==> config.mk <==
export PLATFORM = sky130hd
export DESIGN_NAME = stream_rr_arbiter
export DESIGN_NICKNAME = d
export VERILOG_FILES = /design/src/rtl/stream_arb_pkg.sv /design/src/rtl/rr_priority_pick.sv /design/src/rtl/stream_rr_arbiter.sv
export SDC_FILE = /design/constraint.sdc
export NUM_CORES = 1
export LEC_CHECK = 0
export BUFFER_PORTS_ARGS = -buffer_cell sky130_fd_sc_hd__buf_4
export CORE_ASPECT_RATIO = 0.6
export CORE_MARGIN = 2
export CORE_UTILIZATION = 49
export DETAILED_ROUTE_END_ITERATION = 10
export PLACE_DENSITY_LB_ADDON = 0.2
export SYNTH_ARGS = -nofsm -noshare
export SYNTH_HDL_FRONTEND = slang
export SYNTH_HIERARCHICAL = 1
export SYNTH_SLANG_ARGS = --single-unit
==> constraint.sdc <==
create_clock -name clk -period 3.8 [get_ports clk]
set_clock_uncertainty 0.15 [all_clocks]
set_input_delay 0.19 -clock clk [delete_from_list [all_inputs] [get_ports clk]]
set_output_delay 0.19 -clock clk [all_outputs]
set_load 0.1 [all_outputs]
==> src/rtl/stream_arb_pkg.sv <==
// Shared constants, index-width helper and lock-state encoding for stream_rr_arbiter.
package stream_arb_pkg;

    localparam int DEFAULT_DATAWIDTH = 8;
    localparam int DEFAULT_NUM_REQ   = 4;

    function automatic int idx_width(input int n);
        return (n > 1) ? $clog2(n) : 1;
    endfunction

    typedef enum logic {
        UNLOCKED = 1'b0,
        LOCKED   = 1'b1
    } lock_state_t;

endpackage

==> src/rtl/rr_priority_pick.sv <==
// Combinational rotate-and-find-first: picks the first set request at or after ptr, wrapping.
module rr_priority_pick
    import stream_arb_pkg::*;
#(
    parameter int N  = DEFAULT_NUM_REQ,
    parameter int IW = idx_width(N)
) (
    input  logic [N-1:0]  req,
    input  logic [IW-1:0] ptr,
    output logic [N-1:0]  grant,
    output logic [IW-1:0] idx,
    output logic          any
);

    // Walk offsets from farthest to nearest so the closest hit to ptr wins.
    always_comb begin
        int c;
        c     = 0;
        grant = '0;
        idx   = '0;
        any   = 1'b0;
        for (int k = N - 1; k >= 0; k--) begin
            c = (int'(ptr) + k) % N;
            if (req[IW'(c)]) begin
                grant            = '0;
                grant[IW'(c)]    = 1'b1;
                idx              = IW'(c);
                any              = 1'b1;
            end
        end
    end

endmodule

==> src/rtl/stream_rr_arbiter.sv <==
// Round-robin merge of NUM_REQ streams into one registered valid/ready stage tagged with source index.
// Define STREAM_RR_ARBITER_PKT_LOCK_EN to hold the grant on one requester until its in_last beat.
module stream_rr_arbiter
    import stream_arb_pkg::*;
#(
    parameter int  DATAWIDTH = DEFAULT_DATAWIDTH,
    parameter int  NUM_REQ   = DEFAULT_NUM_REQ,
    localparam int IDXW      = idx_width(NUM_REQ)
) (
    input  logic                         clk,
    input  logic                         rst,
    input  logic [NUM_REQ-1:0]           in_valid,
    input  logic [NUM_REQ*DATAWIDTH-1:0] in_data,
    input  logic [NUM_REQ-1:0]           in_last,
    output logic [NUM_REQ-1:0]           in_ready,
    output logic                         out_valid,
    output logic [DATAWIDTH-1:0]         out_data,
    output logic [IDXW-1:0]              out_src,
    output logic                         out_last,
    input  logic                         out_ready
);

    logic [IDXW-1:0]      ptr;
    logic [NUM_REQ-1:0]   req_eff;
    logic [NUM_REQ-1:0]   grant;
    logic [IDXW-1:0]      grant_idx;
    logic [IDXW-1:0]      ptr_after_grant;
    logic                 grant_any;
    logic                 stage_free;
    logic                 accept;
    logic                 ptr_advance;
    logic [DATAWIDTH-1:0] sel_data;
    logic                 sel_last;

    rr_priority_pick #(
        .N  (NUM_REQ),
        .IW (IDXW)
    ) u_pick (
        .req   (req_eff),
        .ptr   (ptr),
        .grant (grant),
        .idx   (grant_idx),
        .any   (grant_any)
    );

    assign stage_free      = ~out_valid | out_ready;
    assign accept          = grant_any & stage_free & ~rst;
    assign in_ready        = accept ? grant : '0;
    assign ptr_after_grant = IDXW'((int'(grant_idx) + 1) % NUM_REQ);

    always_comb begin
        sel_data = '0;
        for (int i = 0; i < NUM_REQ; i++) begin
            if (grant[i]) begin
                sel_data = in_data[i*DATAWIDTH +: DATAWIDTH];
            end
        end
        sel_last = |(in_last & grant);
    end

`ifdef STREAM_RR_ARBITER_PKT_LOCK_EN
    lock_state_t     lock_state, lock_state_next;
    logic [IDXW-1:0] lock_idx, lock_idx_next;

    // While locked, only the owning requester is visible to the picker, even if it stalls.
    always_comb begin
        req_eff = in_valid;
        if (lock_state == LOCKED) begin
            req_eff = in_valid & (NUM_REQ'(1) << lock_idx);
        end
    end

    always_comb begin
        lock_state_next = lock_state;
        lock_idx_next   = lock_idx;
        ptr_advance     = 1'b0;
        if (accept) begin
            if (sel_last) begin
                lock_state_next = UNLOCKED;
                ptr_advance     = 1'b1;
            end else begin
                lock_state_next = LOCKED;
                lock_idx_next   = grant_idx;
            end
        end
    end

    always_ff @(posedge clk) begin
        if (rst) begin
            lock_state <= UNLOCKED;
            lock_idx   <= '0;
        end else begin
            lock_state <= lock_state_next;
            lock_idx   <= lock_idx_next;
        end
    end
`else
    assign req_eff     = in_valid;
    assign ptr_advance = accept;
`endif

    // Payload fields only change on acceptance; an idle free stage just drops valid.
    always_ff @(posedge clk) begin
        if (rst) begin
            out_valid <= 1'b0;
            out_data  <= '0;
            out_src   <= '0;
            out_last  <= 1'b0;
            ptr       <= '0;
        end else begin
            if (stage_free) begin
                if (accept) begin
                    out_valid <= 1'b1;
                    out_data  <= sel_data;
                    out_src   <= grant_idx;
                    out_last  <= sel_last;
                end else begin
                    out_valid <= 1'b0;
                end
            end
            if (ptr_advance) begin
                ptr <= ptr_after_grant;
            end
        end
    end

endmodule

==> impl_metrics.ini, run 1 <==
[worst_setup_path]
worst_path_largest_cell_delay_ps = 630
critPathRequiredTime_ps = 3800
cp.arrival_ps = 3360
r2r_slack_ps = 450
endpoint = out_data[4]
critical_path_class = flop to flop
r2r-end = out_data[4]
cp_max_fo = 18
crit_start = ptr[0]
crit_path_cell_trace = buf_4 > mux4_2 > and2_1 > o21ai_0 > nand4_1 > nand3b_1 > a221o_1 > a311oi_2
r2r-start = ptr[0]
end_kind = flop
worstRegToRegCells = 8
crit_path_start_kind = flop
cp_slowest_cell = mux4_2

[routing]
detail_route.wl_per_cell_um = 16.18
viasPerCell = 5.942
firstDrtPassIters = 5
route.vias.total = 1640
drt_iter0_drc = 133
wl_met1_um = 2097
highest_layer = met4
drc = 0
routed-wl-met2_um = 2019
routed-wl-met3_um = 292
drtAntennaViolNets = 0
drt-total-wl_um = 4465

[cells_and_area]
area_growth_pct = 33.12
post-route-util_pct = 70.09
drive_gt1_share_pct = 40.60
fin_area_um2 = 2052
final_nets = 286
antenna_cells = 0

[sta]
slew_violations = 0
tns_ps = 0
maxSlewHeadroom_pct = 33.55
holdWs_ps = 100.3
worst_pin_slew_ps = 993.0
hold_violations = 0
rsz0062_at_grt = false
setup_slack_ps = 446.3
period_share_pct = 88.26
fin_crit_ps = 3354
max_freq_ghz = 0.2982
setup_viol = 0

[power_and_ir_drop]
powerDensity_nw_per_um2 = 763.7
ir_worst_vdd_mv = 0.3688
p_leak_nw = 0.8371

[clocking]
htreeDepth = 1
cts_resized = 0
numCtsBuffers = 3
hold_buffers = 0
clockBufferDepth = 2
clock_latency_ps = 240
cts_tree = done
clk_pin_slew_ps = 60
cts_sinks = 14
cts_setup_buffers = 0
clock-root-buffer = clkbuf_8

[logic_synthesis]
synth-seq-cells = 14
synthesis.area_um2 = 1541
syn_avg_cell_area_um2 = 8.288
synth_top_family_by_area = compound AO/OA/AOI/OAI gates
synthMuxAreaShare_pct = 6.575
ys.flop_type = dfxtp_1
syn_inst = 186
seq_area_frac_synth_pct = 18.18
synthArstFlopShare_pct = 0
synth_top_area_share_pct = 18.18
synth-edff-count = 0
synth_area_leader_cell = dfxtp_1
yosysWarnings = 6
synth-simple-area-share_pct = 22.89
synth_fp_nets = 237
synth_area_leaders = dfxtp_1 (18%), a21oi_1 (7.8%), a311oi_2 (7.8%)
synthAdderAreaFrac_pct = 6.494
synth_compound_gate_area_share_pct = 34.66
ys_types = 50
synth-xor-area-share_pct = 0.5682

[floorplan]
die_w_um = 76.41
die_y_um = 47.45
fp.coreArea_um2 = 2928
dieArea_um2 = 3625
rows = 15
start_util_pct = 52.65
ios = 59

[global_routing]
gr-total-overflow = 0
grt_max_degree = 19
antenna_found_initial = 0
gr-usage-all-layers_pct = 24.04
grt_pass1_wl_um = 6803
grt_pass1_vias = 1418

[placement]
hpwl_um = 3426
dp_slack_ps = 512.0
port_buffers = 58
dpl_cell_area_um2 = 1997
gp_congestion = 0.9314

[worst_hold_path]
hp-class = primary input to flop

[flow_run]
drv_cap = 0

[status]
status = finished clean
==> through the flow <==
step,total power [mW],instances
final,1.567,276
after global routing,1.643,276
after CTS,1.556,276
after detailed placement,1.408,272
after global placement,1.386,272
after floorplan,1.173,186
==> sequential cells by signal, indices dropped and copies added (netlist names) <==
signal / flops
out_data: 8
out_src: 2
out_valid: 1
out_last: 1
ptr: 2
==> cell families (layout without fill, tap and decap cells) <==
group           after synthesis  count (layout)
compound gates               66              66
simple gates                 59              59
buf+inv                      31              79
flops                        14              14
fa+ha+maj                     8               8
mux                           7               7
xor+xnor                      1               1
==> synth_stat cells, drive strengths merged (4+ instances only) <==
library cell  number
a21oi             24
a211oi             6
dfxtp             14
nand2             17
a221o              8
nand3              5
inv               11
o21ai              7
clkbuf             4
nand3b            10
nor3b              5
buf               15
a311oi            10
nor2               4
ha                 8
==> final cells by class <==
type	instances	area, um2
Multi-Input combinational cell	141	1145
Timing Repair Buffer	63	473.0
Sequential cell	14	280.3
Clock buffer	4	55.05
Fill cell	228	875.8
Tap cell	42	52.55
Inverter	12	46.29
==> report_power, final <==
part	total, mW	switching [mW]	leakage, nW	internal, mW
Clock	0.145	0.0529	0.0288	0.0917
Sequential	0.220	0.0250	0.116	0.195
Combinational	1.20	0.800	0.692	0.403
Total	1.57	0.878	0.837	0.689
==> critical path: cells and delay by family (launching register included) <==
| family | cells | cell delay, ps |
|---|---|---|
| AND/OR/NAND/NOR | 3 | 1090 |
| flip-flops | 1 | 330 |
| AO/OA/AOI/OAI | 3 | 810 |
| buffers and inverters | 1 | 240 |
| multiplexers | 1 | 630 |
==> layer usage <==
layer,up-vias,global-route usage [%]
li1,805,-
met1,766,34.74
met2,65,38.05
met3,4,3.396
met4,0,8.000
met5,-,0
==> layout by cell type (no fill, tap or decap), drive strengths merged, types with 3 or more instances in the layout <==
| master | instances |
|---|---|
| nand3 | 5 |
| buf | 63 |
| nor4b | 3 |
| a221o | 8 |
| a21oi | 24 |
| a211oi | 6 |
| inv | 11 |
| ha | 8 |
| dfxtp | 14 |
| nor2 | 4 |
| o21ai | 7 |
| a311oi | 10 |
| nor3b | 5 |
| nand3b | 10 |
| nand2 | 17 |
| mux2i | 3 |
| clkbuf | 4 |
==> how the worst min path moves through the flow <==
| stage | slack (ps) | startpoint | end | cells after the start |
|---|---|---|---|---|
| after global placement | 320 | out_src[1] | out_src[1] | 2 |
| after detailed placement | 340 | out_src[1] | out_src[1] | 2 |
| final | 100 | in_data[30] | out_data[6] | 3 |
| after global routing | 110 | in_data[30] | out_data[6] | 3 |
| after floorplan | 230 | in_data[30] | out_data[6] | 2 |
| after CTS | 100 | in_data[30] | out_data[6] | 3 |
No activity file was read; power rests on OpenSTA's default activity.
==> run 2, diff against run 1 <==
--- a/config.mk
+++ b/config.mk
@@ -8,7 +8,7 @@
 export BUFFER_PORTS_ARGS = -buffer_cell sky130_fd_sc_hd__buf_4
 export CORE_ASPECT_RATIO = 0.6
 export CORE_MARGIN = 2
-export CORE_UTILIZATION = 49
+export CORE_UTILIZATION = 35
 export DETAILED_ROUTE_END_ITERATION = 10
 export PLACE_DENSITY_LB_ADDON = 0.2
 export SYNTH_ARGS = -nofsm -noshare
==> impl_metrics.ini, run 2 (synthesis results as in run 1) <==
[status]
status = finished clean

[sta]
fin_crit_ps = 3288
rsz0062_at_grt = false
setup_viol = 0
worst_pin_slew_ps = 1049
hold_violations = 0
maxSlewHeadroom_pct = 29.81
max_freq_ghz = 0.3041
tns_ps = 0
period_share_pct = 86.53
slew_violations = 0

[clocking]
clockBufferDepth = 2
numCtsBuffers = 3
cts_sinks = 14
cts_setup_buffers = 0
htreeDepth = 1
cts_tree = done
clock-root-buffer = clkbuf_8
cts_resized = 0
clock_latency_ps = 250
clk_pin_slew_ps = 60
hold_buffers = 0

[cells_and_area]
largestRegisters = out_data x8, out_src x2, ptr x2
drive_gt1_share_pct = 40.85
top_register = out_data
largest_reg_flops = 8
antenna_cells = 0
final_common_cell = buf_4
post-route-util_pct = 49.97
area_growth_pct = 35.07
final_cell_mix = buf_4 (64), a21oi_1 (24), nand2_1 (17), dfxtp_1 (14), nand3b_1 (10)
final_nets = 287

[routing]
drt_iter0_drc = 78
route.vias.total = 1598
detail_route.wl_per_cell_um = 15.61
viasPerCell = 5.417
firstDrtPassIters = 5
drtAntennaViolNets = 0
drc = 0
drt-total-wl_um = 4604

[global_routing]
gr-usage-all-layers_pct = 18.42
grt_pass1_wl_um = 7251
grt_pass1_vias = 1439
grt_max_degree = 19
gr-total-overflow = 0
antenna_found_initial = 0

[worst_setup_path]
critical_path_class = flop to output pin
crit_path_start_kind = flop
critPathRequiredTime_ps = 3460
end_kind = output pin
cp_max_fo = 13
cp.arrival_ps = 2950

[floorplan]
die_w_um = 89.68
rows = 18
fp.coreArea_um2 = 4167
die_y_um = 55.41
ios = 59
dieArea_um2 = 4968
start_util_pct = 37.00

[power_and_ir_drop]
ir_worst_vdd_mv = 0.3712
powerDensity_nw_per_um2 = 758.3
totalPowerFinal_mw = 1.579
p_leak_nw = 0.8422

[placement]
gp_congestion = 0.9170
port_buffers = 58
hpwl_um = 3474

[worst_hold_path]
hp-class = primary input to flop

[flow_run]
drv_cap = 0
## run 2: cell types whose count changed in the layout (fill, tap and decap cells not counted), sizes merged
cell	delta
buf	+1
## run 2: final cells by class
class,count,area (um2)
clock buffers,4,55.05
flip-flops and latches,14,280.3
well taps,60,75.07
multi-input cells,141,1145
fillers,383,2085
inverters,12,46.29
repair buffers,64,480.5
## run 2: worst max-delay path, cell delays in order (launching register included)
cell      delay [ps]
dfxtp_1          420
buf_4            250
mux4_2           620
nor4b_1          300
a211oi_1         100
o211ai_2         420
nor3b_4          260
buf_4            320
## run 2: through the flow
step | cells | hold WS (ps) | worst slack (ps) | cell area [um2]
5_1_grt | 295 | 97.61 | 420.5 | 2082
6_report | 295 | 94.90 | 511.8 | 2082
2_1_floorplan | 186 | 232.5 | 207.9 | 1582
3_5_place_dp | 291 | 330.0 | 739.0 | 2027
4_1_cts | 295 | 89.13 | 512.7 | 2082
3_3_place_gp | 291 | 324.8 | 816.0 | 2027
## run 2: report_power, final
part / switching [mW] / internal [mW]
logic: 0.798 / 0.410
clock network: 0.0556 / 0.0919
registers: 0.0285 / 0.195
total: 0.882 / 0.696
## run 2: layer usage
layer	wire (um)	GRT usage [%]	vias up
met3	292	2.840	2
li1	-	-	801
met2	1850	23.00	50
met1	2452	32.15	745
met5	0	0	-
met4	8	2.559	0
## run 2: worst paths after layout
| kind | to | cells after the start | slack (ps) | start |
|---|---|---|---|---|
| max | in_ready[0] | 7 | 510 | ptr[0] |
| min | out_data[6] | 3 | 90 | in_data[30] |
| max reg2reg | out_data[5] | 8 | 690 | ptr[0] |
| min reg2reg | out_src[1] | 2 | 340 | out_src[1] |
==> run 3, diff against run 2 <==
--- a/config.mk
+++ b/config.mk
@@ -8,7 +8,7 @@
 export BUFFER_PORTS_ARGS = -buffer_cell sky130_fd_sc_hd__buf_4
 export CORE_ASPECT_RATIO = 0.6
 export CORE_MARGIN = 2
-export CORE_UTILIZATION = 35
+export CORE_UTILIZATION = 49
 export DETAILED_ROUTE_END_ITERATION = 10
 export PLACE_DENSITY_LB_ADDON = 0.2
 export SYNTH_ARGS = -nofsm -noshare
==> constraint.sdc (replaced) <==
create_clock -name clk -period 3.2 [get_ports clk]
set_clock_uncertainty 0.15 [all_clocks]
set_input_delay 0.64 -clock clk [delete_from_list [all_inputs] [get_ports clk]]
set_output_delay 0.64 -clock clk [all_outputs]
set_load 0.1 [all_outputs]
==> impl_metrics.ini, run 3 (synthesis results as in run 1) <==
[status]
status = complete, but fails checks
violations = setup timing

[global_routing]
grt_pass1_wl_um = 8197
grt_pass1_vias = 1714
gr-usage-all-layers_pct = 29.30
grt_max_degree = 19
gr-total-overflow = 0
antenna_found_initial = 0

[routing]
route.vias.total = 1964
drc = 0
detail_route.wl_per_cell_um = 20.75
drt-total-wl_um = 6079
firstDrtPassIters = 5
drt_iter0_drc = 231
viasPerCell = 6.703
drtAntennaViolNets = 0

[power_and_ir_drop]
p_leak_nw = 0.9388
powerDensity_nw_per_um2 = 917.4
ir_worst_vdd_mv = 0.5465
p_seq_share_pct = 13.5
p_switching_mw = 1.158
switching_share_pct = 55.20
pwr-share-clk_pct = 8.6
power.internal_uw = 939.4
p_comb_share_pct = 77.9

[cells_and_area]
final_common_cell = buf_4
largest_reg_flops = 8
regArea_um2 = 285.3
largestRegisters = out_data x8, out_src x2, ptr x2
drive_gt1_share_pct = 48.61
n_fill_cell = 183
top_register = out_data
fin_area_um2 = 2286
antenna_cells = 0
fin_cells = 293
final_nets = 303
area_growth_pct = 48.30
multi_input_area_um2 = 1187
final_cell_mix = buf_4 (76), a21oi_1 (24), nand2_1 (17), dfxtp_1 (12), nand3b_1 (10)

[clocking]
htreeDepth = 1
clockBufferDepth = 2
clock-root-buffer = clkbuf_8
cts_sinks = 14
cts_tree = done
clock_latency_ps = 250
numCtsBuffers = 3
clk_pin_slew_ps = 70

[sta]
hold_violations = 0
setup_slack_ps = -78.97
tns_ps = -116.3
slew_violations = 0
worst_pin_slew_ps = 1053
maxSlewHeadroom_pct = 29.54
fin_crit_ps = 3279
max_freq_ghz = 0.3050
rsz0062_at_grt = true
period_share_pct = 102.5
setup_viol = 2

[floorplan]
die_w_um = 76.41
rows = 15
ios = 59
start_util_pct = 52.65
dieArea_um2 = 3625
die_y_um = 47.45
fp.coreArea_um2 = 2928

[worst_setup_path]
critPathRequiredTime_ps = 2410
cp_max_fo = 8
critical_path_class = flop to output pin
cp.arrival_ps = 2490
path_buf_inv = 2
cpLargestDelayFamily = compound AO/OA/AOI/OAI gates
end_kind = output pin
cp_slowest_cell = or3b_1
crit_path_start_kind = flop
crit_path_cell_trace = buf_4 > or3b_1 > a2111oi_2 > o21ai_0 > o211ai_2 > nor3b_4 > buf_12
worst_path_largest_cell_delay_ps = 440

[placement]
dp_slack_ps = 11.66
dpl.cell_count = 282
dpl_cell_area_um2 = 2101
hpwl_um = 3878
gp_congestion = 0.9718
port_buffers = 58

[worst_hold_path]
hp-class = flop to flop

[flow_run]
drv_cap = 0
## run 3: power by group through the flow
stage | registers (mW) | logic, mW | clock network [mW]
5_1_grt | 0.286 | 1.70 | 0.190
3_5_place_dp | 0.285 | 1.47 | 0
3_3_place_gp | 0.280 | 1.43 | 0
4_1_cts | 0.278 | 1.54 | 0.176
2_1_floorplan | 0.614 | 0.856 | 0
6_report | 0.284 | 1.63 | 0.180
## run 3: path summary, 6_finish.rpt
kind,start,end,slack (ps),cells after the start
max,ptr[0],in_ready[0],-80,7
min,out_src[1],out_src[1],380,2
max reg2reg,ptr[1],out_data[6],120,10
min reg2reg,out_src[1],out_src[1],380,2
## run 3: final cells by class
class	instances	share of cell area [%]
inverters	12	2.408
well taps	42	2.299
clock buffers	4	2.408
repair buffers	80	28.46
multi-input cells	141	51.94
flip-flops and latches	14	12.48
## run 3: worst register-to-register path, cell delays in order, from the launching register on
cell and delay (ps):
dfxtp_2 360, clkinvlp_4 120, ha_4 300, mux4_2 410, and2_1 230, o211ai_1 240
nand4_1 170, buf_4 220, nand3b_1 160, a221o_1 360, a311oi_2 270
## run 3: metrics by stage
stage | power [mW] | util (%) | hold slack [ps]
2_1_floorplan | 1.470 | - | 382.5
3_3_place_gp | 1.709 | 71.75 | 322.0
3_5_place_dp | 1.758 | 71.75 | 349.9
4_1_cts | 1.990 | 76.03 | 370.1
5_1_grt | 2.179 | 78.08 | 386.3
6_report | 2.097 | 78.08 | 377.3
## run 3: timing repair
item | CTS | global route
setup endpoints to repair | 4 | 4
pin swaps | 1 | 3
hold buffers | 0 | 0
gates resized for setup | 8 | 10
buffers inserted | 5 | 2
## run 3: layer usage
metal / track usage, % / routed length [um] / up-vias
met5: 0 / 0 / -
met4: 10.55 / 302 / 0
met3: 4.906 / 567 / 48
met2: 54.51 / 2870 / 156
met1: 36.38 / 2338 / 919
li1: - / - / 841
